==> config.mk <==
export PLATFORM = sky130hd
export DESIGN_NAME = i2c_cmd_arbiter_flat
export DESIGN_NICKNAME = d
export VERILOG_FILES = /design/src/rtl/i2c_cmd_arbiter_pkg.sv /design/src/rtl/i2c_cmd_arbiter_if.sv /design/src/rtl/i2c_cmd_arbiter_rr.sv /design/src/rtl/i2c_cmd_arbiter.sv /design/src/flat_wrapper.sv
export SDC_FILE = /design/constraint.sdc
export NUM_CORES = 1
export LEC_CHECK = 0
export CORE_UTILIZATION = 45
export DETAILED_ROUTE_END_ITERATION = 8
export MAX_ROUTING_LAYER = met4
export PLACE_DENSITY = 0.86
export SLEW_MARGIN = 40
export SYNTH_ARGS = -nofsm -noshare
export SYNTH_HDL_FRONTEND = slang
export SYNTH_SLANG_ARGS = --single-unit
==> constraint.sdc <==
create_clock -name sys_clk -period 3.8 [get_ports sys_clk]
set_input_delay 0.38 -clock sys_clk [delete_from_list [all_inputs] [get_ports sys_clk]]
set_output_delay 0.38 -clock sys_clk [all_outputs]
set_load 0.005 [all_outputs]
==> src/rtl/i2c_cmd_arbiter_pkg.sv <==
// Shared types and constants for the I2C command arbiter.
package i2c_arb_pkg;

   localparam int DATA_W_DEF = 24;
   localparam int RETRY_W    = 3;

   localparam logic [1:0] ST_IDLE  = 2'd0;
   localparam logic [1:0] ST_ISSUE = 2'd1;
   localparam logic [1:0] ST_WAIT  = 2'd2;
   localparam logic [1:0] ST_CHECK = 2'd3;

   typedef enum logic [1:0] {
      IDLE  = ST_IDLE,
      ISSUE = ST_ISSUE,
      WAIT  = ST_WAIT,
      CHECK = ST_CHECK
   } state_e;

   // Next round-robin start position after requester 'owner' has been served.
   function automatic int rr_next(input int owner, input int n);
      return (n <= 1) ? 0 : (owner + 1) % n;
   endfunction

endpackage

==> src/rtl/i2c_cmd_arbiter_if.sv <==
// Requester and engine signals of the I2C command arbiter.
// master: the arbiter side; slave: requesters plus the write engine.
interface i2c_arb_if
   import i2c_arb_pkg::*;
#(
   parameter int NUM_REQ = 2,
   parameter int DATA_W  = DATA_W_DEF
) ();

   logic [NUM_REQ-1:0]        req_valid;
   logic [NUM_REQ*DATA_W-1:0] req_data;
   logic [NUM_REQ-1:0]        req_ready;
   logic [NUM_REQ-1:0]        rsp_done;
   logic                      rsp_err;
   logic                      busy;
   logic [DATA_W-1:0]         i2c_data;
   logic                      i2c_go;
   logic                      i2c_end;
   logic                      i2c_ack;

   modport master (
      input  req_valid, req_data, i2c_end, i2c_ack,
      output req_ready, rsp_done, rsp_err, busy, i2c_data, i2c_go
   );

   modport slave (
      output req_valid, req_data, i2c_end, i2c_ack,
      input  req_ready, rsp_done, rsp_err, busy, i2c_data, i2c_go
   );

endinterface

==> src/rtl/i2c_cmd_arbiter_rr.sv <==
// Combinational round-robin picker: first active request at or after the
// pointer, wrapping to index 0.
module rr_arbiter #(
   parameter int NUM_REQ = 2,
   parameter int PTR_W   = 1
) (
   input  logic [NUM_REQ-1:0] req_i,
   input  logic [PTR_W-1:0]   ptr_i,
   output logic [NUM_REQ-1:0] gnt_o,
   output logic [PTR_W-1:0]   gnt_idx_o,
   output logic               gnt_any_o
);

   // Upper segment (>= ptr) first, then the wrapped lower segment.
   always_comb begin
      gnt_o     = '0;
      gnt_idx_o = '0;
      gnt_any_o = 1'b0;
      for (int i = 0; i < NUM_REQ; i++) begin
         if (!gnt_any_o && req_i[i] && (i >= int'(ptr_i))) begin
            gnt_any_o = 1'b1;
            gnt_o[i]  = 1'b1;
            gnt_idx_o = PTR_W'(i);
         end
      end
      for (int i = 0; i < NUM_REQ; i++) begin
         if (!gnt_any_o && req_i[i] && (i < int'(ptr_i))) begin
            gnt_any_o = 1'b1;
            gnt_o[i]  = 1'b1;
            gnt_idx_o = PTR_W'(i);
         end
      end
   end

endmodule

==> src/rtl/i2c_cmd_arbiter.sv <==
// Shares one 24-bit I2C write engine between NUM_REQ requesters with
// round-robin grant, NACK retry and per-requester completion reporting.
// Optional per-transaction timeout: define I2C_ARB_TIMEOUT_EN.
//
// state | meaning
// IDLE  | no owner; grant next requester from rr pointer
// ISSUE | i2c_go high, waiting for engine to pull i2c_end low
// WAIT  | transfer running, waiting for i2c_end high
// CHECK | i2c_go low; finish, or reissue the same command after a NACK
module i2c_cmd_arbiter
   import i2c_arb_pkg::*;
#(
   parameter int NUM_REQ     = 2,
   parameter int DATA_W      = DATA_W_DEF,
   parameter int MAX_RETRY   = 2,
   parameter int TIMEOUT_CYC = 50000
) (
   input  logic      sys_clk,
   input  logic      sys_rst_n,
   i2c_arb_if.master bus
);

   localparam int PTR_W = (NUM_REQ > 1) ? $clog2(NUM_REQ) : 1;

   if ((NUM_REQ < 1) || (NUM_REQ > 4)) begin : g_bad_num_req
      $error("i2c_cmd_arbiter: NUM_REQ must be 1..4");
   end
   if ((MAX_RETRY < 0) || (MAX_RETRY > 7)) begin : g_bad_retry
      $error("i2c_cmd_arbiter: MAX_RETRY must be 0..7");
   end
   if (TIMEOUT_CYC < 1) begin : g_bad_timeout
      $error("i2c_cmd_arbiter: TIMEOUT_CYC must be >= 1");
   end

   state_e               state_q, state_d;
   logic [PTR_W-1:0]     owner_q, owner_d;
   logic [PTR_W-1:0]     ptr_q, ptr_d;
   logic [RETRY_W-1:0]   retry_q, retry_d;
   logic [DATA_W-1:0]    data_q, data_d;
   logic                 go_q, go_d;
   logic                 ack_q, ack_d;
   logic [NUM_REQ-1:0]   ready_q, ready_d;

   logic [NUM_REQ-1:0]   gnt;
   logic [PTR_W-1:0]     gnt_idx;
   logic                 gnt_any;
   logic                 finish;
   logic                 fin_err;
   logic [NUM_REQ-1:0]   done_vec;

   rr_arbiter #(
      .NUM_REQ (NUM_REQ),
      .PTR_W   (PTR_W)
   ) u_rr (
      .req_i     (bus.req_valid),
      .ptr_i     (ptr_q),
      .gnt_o     (gnt),
      .gnt_idx_o (gnt_idx),
      .gnt_any_o (gnt_any)
   );

`ifdef I2C_ARB_TIMEOUT_EN
   localparam int TMO_W = $clog2(TIMEOUT_CYC + 1);

   logic [TMO_W-1:0] tmo_q, tmo_d;
   logic             tmo_hit;

   // Terminal count reached while the engine holds the bus.
   assign tmo_hit = ((state_q == ISSUE) || (state_q == WAIT)) && (tmo_q == '0);

   // Down-counter loaded at grant; it keeps running across retries so the
   // budget covers the whole transaction, and holds during CHECK.
   always_comb begin
      tmo_d = tmo_q;
      if ((state_q == IDLE) && gnt_any) begin
         tmo_d = TMO_W'(TIMEOUT_CYC - 1);
      end else if (((state_q == ISSUE) || (state_q == WAIT)) && (tmo_q != '0)) begin
         tmo_d = tmo_q - TMO_W'(1);
      end
   end

   // Timeout counter register.
   always_ff @(posedge sys_clk or negedge sys_rst_n) begin
      if (!sys_rst_n) begin
         tmo_q <= '0;
      end else begin
         tmo_q <= tmo_d;
      end
   end
`endif

   // Next-state logic for the grant / issue / wait / check sequence.
   always_comb begin
      state_d = state_q;
      owner_d = owner_q;
      ptr_d   = ptr_q;
      retry_d = retry_q;
      data_d  = data_q;
      go_d    = go_q;
      ack_d   = ack_q;
      ready_d = '0;
      finish  = 1'b0;
      fin_err = 1'b0;
      case (state_q)
         IDLE: begin
            if (gnt_any) begin
               for (int i = 0; i < NUM_REQ; i++) begin
                  if (gnt[i]) begin
                     data_d = bus.req_data[i*DATA_W +: DATA_W];
                  end
               end
               ready_d = gnt;
               owner_d = gnt_idx;
               retry_d = '0;
               go_d    = 1'b1;
               state_d = ISSUE;
            end
         end
         ISSUE: begin
            if (!bus.i2c_end) begin
               state_d = WAIT;
            end
         end
         WAIT: begin
            if (bus.i2c_end) begin
               go_d    = 1'b0;
               ack_d   = bus.i2c_ack;
               state_d = CHECK;
            end
         end
         CHECK: begin
            if (ack_q && (int'(retry_q) < MAX_RETRY)) begin
               retry_d = retry_q + RETRY_W'(1);
               go_d    = 1'b1;
               state_d = ISSUE;
            end else begin
               finish  = 1'b1;
               fin_err = ack_q;
            end
         end
         default: begin
            state_d = IDLE;
         end
      endcase
`ifdef I2C_ARB_TIMEOUT_EN
      if (tmo_hit) begin
         finish  = 1'b1;
         fin_err = 1'b1;
         go_d    = 1'b0;
      end
`endif
      if (finish) begin
         ptr_d   = PTR_W'(rr_next(int'(owner_q), NUM_REQ));
         retry_d = '0;
         state_d = IDLE;
      end
   end

   // State and datapath registers; async reset drops i2c_go immediately.
   always_ff @(posedge sys_clk or negedge sys_rst_n) begin
      if (!sys_rst_n) begin
         state_q <= IDLE;
         owner_q <= '0;
         ptr_q   <= '0;
         retry_q <= '0;
         data_q  <= '0;
         go_q    <= 1'b0;
         ack_q   <= 1'b0;
         ready_q <= '0;
      end else begin
         state_q <= state_d;
         owner_q <= owner_d;
         ptr_q   <= ptr_d;
         retry_q <= retry_d;
         data_q  <= data_d;
         go_q    <= go_d;
         ack_q   <= ack_d;
         ready_q <= ready_d;
      end
   end

   // Completion pulse goes to the current owner only.
   always_comb begin
      done_vec = '0;
      for (int i = 0; i < NUM_REQ; i++) begin
         done_vec[i] = finish && (int'(owner_q) == i);
      end
   end

   assign bus.req_ready = ready_q;
   assign bus.rsp_done  = done_vec;
   assign bus.rsp_err   = finish & fin_err;
   assign bus.busy      = (state_q != IDLE);
   assign bus.i2c_data  = data_q;
   assign bus.i2c_go    = go_q;

endmodule
==> src/flat_wrapper.sv <==
// flat-port wrapper written by rule: the top's interface ports become plain ports
module i2c_cmd_arbiter_flat import i2c_arb_pkg::*;
#(
   parameter int NUM_REQ     = 2,
   parameter int DATA_W      = DATA_W_DEF,
   parameter int MAX_RETRY   = 2,
   parameter int TIMEOUT_CYC = 50000
)
  (sys_clk, sys_rst_n, bus_req_valid, bus_req_data, bus_i2c_end, bus_i2c_ack, bus_req_ready, bus_rsp_done, bus_rsp_err, bus_busy, bus_i2c_data, bus_i2c_go);
  i2c_arb_if #(.NUM_REQ(NUM_REQ), .DATA_W(DATA_W)) bus_i ();
  input  logic sys_clk;
  input  logic sys_rst_n;
  input wire logic [$bits(bus_i.req_valid)-1:0] bus_req_valid;
  input wire logic [$bits(bus_i.req_data)-1:0] bus_req_data;
  input wire logic [$bits(bus_i.i2c_end)-1:0] bus_i2c_end;
  input wire logic [$bits(bus_i.i2c_ack)-1:0] bus_i2c_ack;
  output wire logic [$bits(bus_i.req_ready)-1:0] bus_req_ready;
  output wire logic [$bits(bus_i.rsp_done)-1:0] bus_rsp_done;
  output wire logic [$bits(bus_i.rsp_err)-1:0] bus_rsp_err;
  output wire logic [$bits(bus_i.busy)-1:0] bus_busy;
  output wire logic [$bits(bus_i.i2c_data)-1:0] bus_i2c_data;
  output wire logic [$bits(bus_i.i2c_go)-1:0] bus_i2c_go;
  assign bus_i.req_valid = bus_req_valid;
  assign bus_i.req_data = bus_req_data;
  assign bus_i.i2c_end = bus_i2c_end;
  assign bus_i.i2c_ack = bus_i2c_ack;
  assign bus_req_ready = bus_i.req_ready;
  assign bus_rsp_done = bus_i.rsp_done;
  assign bus_rsp_err = bus_i.rsp_err;
  assign bus_busy = bus_i.busy;
  assign bus_i2c_data = bus_i.i2c_data;
  assign bus_i2c_go = bus_i.i2c_go;
  i2c_cmd_arbiter #(.NUM_REQ(NUM_REQ), .DATA_W(DATA_W), .MAX_RETRY(MAX_RETRY), .TIMEOUT_CYC(TIMEOUT_CYC)) u_core (.sys_clk(sys_clk), .sys_rst_n(sys_rst_n), .bus(bus_i));
endmodule
# Yosys cells after proc, flatten, opt, wreduce, memory -nomap -nowiden
# Cells that the tools add are included.
# word_totals
register_bits	35
out_inout_bits	31
word_cells	73
# op_classes
addsub	2
n_lt_le_gt_ge	3
eq_ne	10
muxes	28
n_bitwise	2
reduce_logical	20
# ops
op	n
24-bit 2-to-1 mux	2
2-bit 2-to-1 mux	7
1-bit 2-to-1 mux	13
3-bit 2-to-1 mux	3
2-bit case mux with 4 select lines	1
4-bit AND reduction	2
1-bit logical AND	7
3-bit by 1-bit != test with 1-bit output (second input constant)	2
3-bit by 2-bit != test with 1-bit output (second input constant)	2
3-bit case mux with 2 select lines	1
3-bit AND reduction	2
3-bit nonzero test	2
2-bit == test (second input constant)	2
2-bit by 1-bit != test with 1-bit output (second input constant)	2
2-bit AND reduction	2
2-bit nonzero test	2
3-bit by 1-bit adder with 3-bit output (second input constant)	1
3-bit by 2-bit less-than comparator with 1-bit output (second input constant)	1
1-bit case mux with 3 select lines	1
2-bit by 1-bit == test with 1-bit output (second input constant)	1
1-bit zero test	2
2-bit zero test	1
2-bit != test (second input constant)	1
1-bit adder (second input constant)	1
4 further kinds	4

# Depth between registers and ports, before layout
# logic_depth
word_depth	13
depth_mapped	6
mapped_depth_nobuf	5

# By module
# Synthesis repeated with hierarchy kept, for this count alone.
# hier_totals
hier_cells	173
hier_area_um2	1795.5
# by_module_without_submodules
module	instances	cells_each	area_each_um2	seq_area_each_um2
i2c_cmd_arbiter	1	168	1762.9	875.8
rr_arbiter	1	5	32.5	0.0

# Worst setup path after synthesis
# No wires, ideal clock.
# synth_path
path_type	reg2reg
start	register u_core.state_q[0]
end	register u_core.retry_q[0]
setup_ps	125
arrival_time_ps	1415
t_required_ps	3675
path_slack_ps	2260
stages_incl_launch_ff	6
n_path_buf	0
period_less_slack_ps	1540
cell_sequence	dfrtp_1 -> inv_1 -> ha_1 -> nor3b_2 -> or2_2 -> mux2_2
# synth_via
elab_chain_cells	4
elab_cells_between_ends	9
cone_classes	3 x eq/ne; 3 x mux; 3 x reduce/logical
# synth_lines
item	line_no	rtl
from (decl)	i2c_cmd_arbiter.sv:35	state_e state_q, state_d;
from (signal assigned)	i2c_cmd_arbiter.sv:171	state_q <= state_d;
2-bit == test	i2c_cmd_arbiter.sv:104	case (state_q)
1-bit 2-to-1 mux	i2c_cmd_arbiter.sv:104	
3-bit by 1-bit != test with 1-bit output (no source line) / 3-bit nonzero test (equally long branches)	n/a	
3-bit AND reduction (no source line)	n/a	
to (signal assigned)	i2c_cmd_arbiter.sv:174	retry_q <= retry_d;
to (decl)	i2c_cmd_arbiter.sv:38	logic [RETRY_W-1:0] retry_q, retry_d;
# Several ways; a longest one is shown, not always the timed one.
# A chain may end at the register's enable or synchronous reset.

# Worst setup path after layout
# layout_path
start	register u_core.retry_q[2]
end	output bus_rsp_done[0]
# layout_via
elab_chain_cells	5
# layout_lines
item	line_no	rtl
3-bit by 2-bit less-than comparator with 1-bit output	i2c_cmd_arbiter.sv:132	if (ack_q && (int'(retry_q) < MAX_RETRY)) begin
1-bit logical AND	i2c_cmd_arbiter.sv:132	
1-bit 2-to-1 mux	i2c_cmd_arbiter.sv:132	
1-bit 2-to-1 mux	i2c_cmd_arbiter.sv:104	
1-bit logical AND	i2c_cmd_arbiter.sv:186	done_vec[i] = finish && (int'(owner_q) == i);
to (decl)	flat_wrapper.sv:18	output wire logic [$bits(bus_i.rsp_done)-1:0] bus_rsp_done;
# Every way passes these cells.

==> results by group <==
Finish
  – Layout cells sized above 1: 6.88%
  – Post-route insts no fill: 326
  – Antenna cell count: 0
  – Synth-to-Final Area Change: 49.8%
  – Multi-input logic area: 910 µm²
  – Layout Nets: 336
  – Post-Route Utilization: 70.3%
  – FILL cells: 330
  – Storage cell area: 876 µm²

Logic synthesis
  – Cells after synthesis: 197
  – Adder-Cell Fraction of Synth Area: 4.66%
  – Syn Area/Cell: 9.53 µm²
  – Yosys warnings: 0
  – Multiplexer share of the synthesized area: 1.80%
  – Xor and xnor area share after synthesis: 0%
  – FFs w/ async S/R, synth: 100%
  – Syn nets: 258
  – Post-Synth Simple-Gate Area: 21.2%
  – Top_reg_cell synth: dfrtp_1
  – Post-synth EDFFs: 0
  – Syn Std Cell Area: 1880 µm²
  – Synth Register Bits: 35
  – Largest family of logic cells by synthesized area: simple AND/OR/NAND/NOR gates
  – Compound-cell area share of the yosys netlist: 20.7%
  – Post-synthesis cell type count: 34
  – Sequential-to-total area share from yosys stat: 46.6%

Min path
  – Hold Path Class: in2async

STA
  – PnR worst setup slack: 1620 ps
  – Worst slew pin tran: 680 ps
  – Final number of max-transition violations: 0
  – RSZ-0062 raised after global routing: false
  – Fmax: 459 MHz
  – Final setup vio count: 0
  – Post-Route Skew: 7.38 ps
  – Final Hold Viols: 0
  – Minimum clock period after layout: 2180 ps
  – Relative slew margins: 54.6%
  – Fin crit share: 57.4%
  – Total Neg Setup Slack: 0 ps

Drt
  – DRT Pass-1 Iters: 4
  – Initial DRC Count: 110
  – Final wirelength: 4.66 mm
  – Vias: 1,752
  – Via/cell ratio: 5.37
  – Residual DRC: 0
  – Wire per inst: 14.3 µm
  – Post-route ant nets: 0

Placed design
  – Worst slack, placed: 1360 ps
  – Post-placement cell count: 318
  – DP HPWL: 3.34 mm
  – Placer Congestion: 0.832
  – Input/output buffers: 84

Worst setup path
  – Worst r2r dst: u_core.bus.i2c_data[11]$_DFFE_PN0P_
  – Worst stage delay on the critical path: 440 ps
  – CP top delay family: simple AND/OR/NAND/NOR gates
  – Register-to-Register Path Depth: 6
  – CP Buf/Inv Count: 1
  – Req. time, crit path: 3420 ps
  – Cells along the critical path: or3b_1, nand2_1, nor2_1, clkdlybuf4s50_1
  – Crit path DAT: 1800 ps
  – Critical path peak fanout: 5
  – WS Path Type: reg2out
  – Setup crit end kind: output port
  – Critical-path top delay cell: or3b_1
  – Crit start category: flop
  – R2r setup slk: 1770 ps
  – Start of the worst register-to-register path: u_core.state_q[1]$_DFFE_PN0P_

Global routing
  – Vias in the first global route: 1,601
  – Total GRT Usage: 22.1%
  – Antenna violations before repair: 0
  – First-pass GRT wire length: 7.29 mm
  – Largest net degree at the start of global routing: 50
  – Grt ovf: 0

Floorplan
  – # IOs: 85
  – Die area: 4440 µm²
  – Die X: 66.6 µm
  – Initial Util: 47.0%
  – Core footprint: 4000 µm²
  – Die Span Y: 66.6 µm
  – FP Rows: 23

Job
  – Max-cap check violation count: 0

Power
  – Pwr Density: 664 nW/µm²
  – Leak pwr: 0.00111 µW
  – Peak VDD IR: 0.000386 V

Outcome
  – Status: finished, final reports clean

Clocking
  – Sink Count: 35
  – Worst-skew pair later-pin latency: 270 ps
  – PostCTS Resize Cnt: 0
  – H-tree depth: 2
  – Hold Buf Count CTS: 0
  – Clock transition at path regs: 70 ps
  – CTS tree: done
  – Root Buffer Master: clkbuf_8
  – CTS Buf Count: 5
  – Post-CTS Setup Bufs: 0
  – Max clock buf depth: 2
==> cells in the mapped netlist, types with 2 or more instances <==
master    instances  share of area [%]
a31oi_1          24                8.0
buf_1             2               0.40
buf_2             6                1.6
clkbuf_1          6                1.2
dfrtp_1          35                 47
ha_1              7                4.7
inv_1             7                1.4
mux2_2            3                1.8
nand2_1           4               0.80
nand3b_1         24                9.6
nor2_1           29                5.8
nor3_1            2               0.53
o21ai_0          26                6.9
or3b_1            2               0.93
==> state kept, by name, summed over array words and instances (netlist names) <==
register	count
u_core.bus.i2c_go	1
u_core.ptr_q	1
u_core.bus.i2c_data	24
u_core.state_q	2
u_core.retry_q	3
u_core.ack_q	1
u_core.owner_q	1
u_core.bus.req_ready	2
==> how the worst max path moves through the flow <==
stage	startpoint	endpoint	slack (ps)	depth (start not counted)
6_report	u_core.retry_q[2]$_DFFE_PN0P_	bus_rsp_done[0]	1620	4
5_1_grt	bus_req_valid[1]	u_core.bus.i2c_data[23]$_DFFE_PN0P_	1490	6
4_1_cts	u_core.retry_q[1]$_DFFE_PN0P_	bus_rsp_done[0]	1600	4
3_5_place_dp	bus_req_valid[1]	u_core.bus.i2c_data[11]$_DFFE_PN0P_	1360	6
3_3_place_gp	bus_req_valid[1]	u_core.bus.i2c_data[19]$_DFFE_PN0P_	1410	6
2_1_floorplan	u_core.state_q[0]$_DFFE_PN0P_	u_core.retry_q[0]$_DFFE_PN0P_	2260	5
==> stage by stage <==
stage               total power [µW]  instance area (µm²)  hold slack, ps
floorplan                       1170                 1880            84.4
global placement                1600                 2720             457
detailed placement              1620                 2730             464
CTS                             1880                 2810             212
global route                    2030                 2810            81.4
finish                          1870                 2810            54.4
==> metal layers <==
metal / wire (µm) / track usage (%)
met5: 0 / -
met4: 47 / 5.59
met3: 198 / 2.74
met2: 2400 / 37.4
met1: 2020 / 27.8
==> worst register-to-register path: stages, from the launching register on <==
cell and delay (ps):
dfrtp_1 430, inv_1 140, ha_1 240, o21a_1 520, buf_4 390, nor2_1 70
a31oi_1 160
==> placed cells by master (no fill, tap or decap), types with 2 or more instances in the layout <==
master and n:
ha_1 7, mux2_2 3, buf_4 3, nand3b_1 24
inv_1 7, o21ai_0 26, clkdlybuf4s50_1 83, clkbuf_8 5
a31oi_1 24, nand2_1 4, nor2_1 29, dfrtp_1 35
or3b_1 2, nor3_1 2
==> cells by family (layout without fill, tap and decap cells) <==
group / after synthesis / in the layout
multiplexers: 3 / 3
flip-flops: 35 / 35
adder cells (fa/ha/maj): 7 / 7
AND/OR/NAND/NOR: 68 / 68
buffers and inverters: 22 / 101
AO/OA/AOI/OAI: 62 / 62
==> where the power goes <==
group	internal (µW)	switching [µW]	leakage, µW
clock	128	125	0.0000412
combinational	545	410	0.000666
sequential	550	109	0.000406
==> final cells by class <==
type | count | share of cell area (%)
Sequential cell | 35 | 31.1
Multi-Input combinational cell | 140 | 32.3
Inverter | 7 | 0.934
Clock buffer | 6 | 2.58
Timing Repair Buffer | 86 | 30.3
Clock inverter | 2 | 0.445
Tap cell | 50 | 2.22
Power figures use the tool's default switching activity.
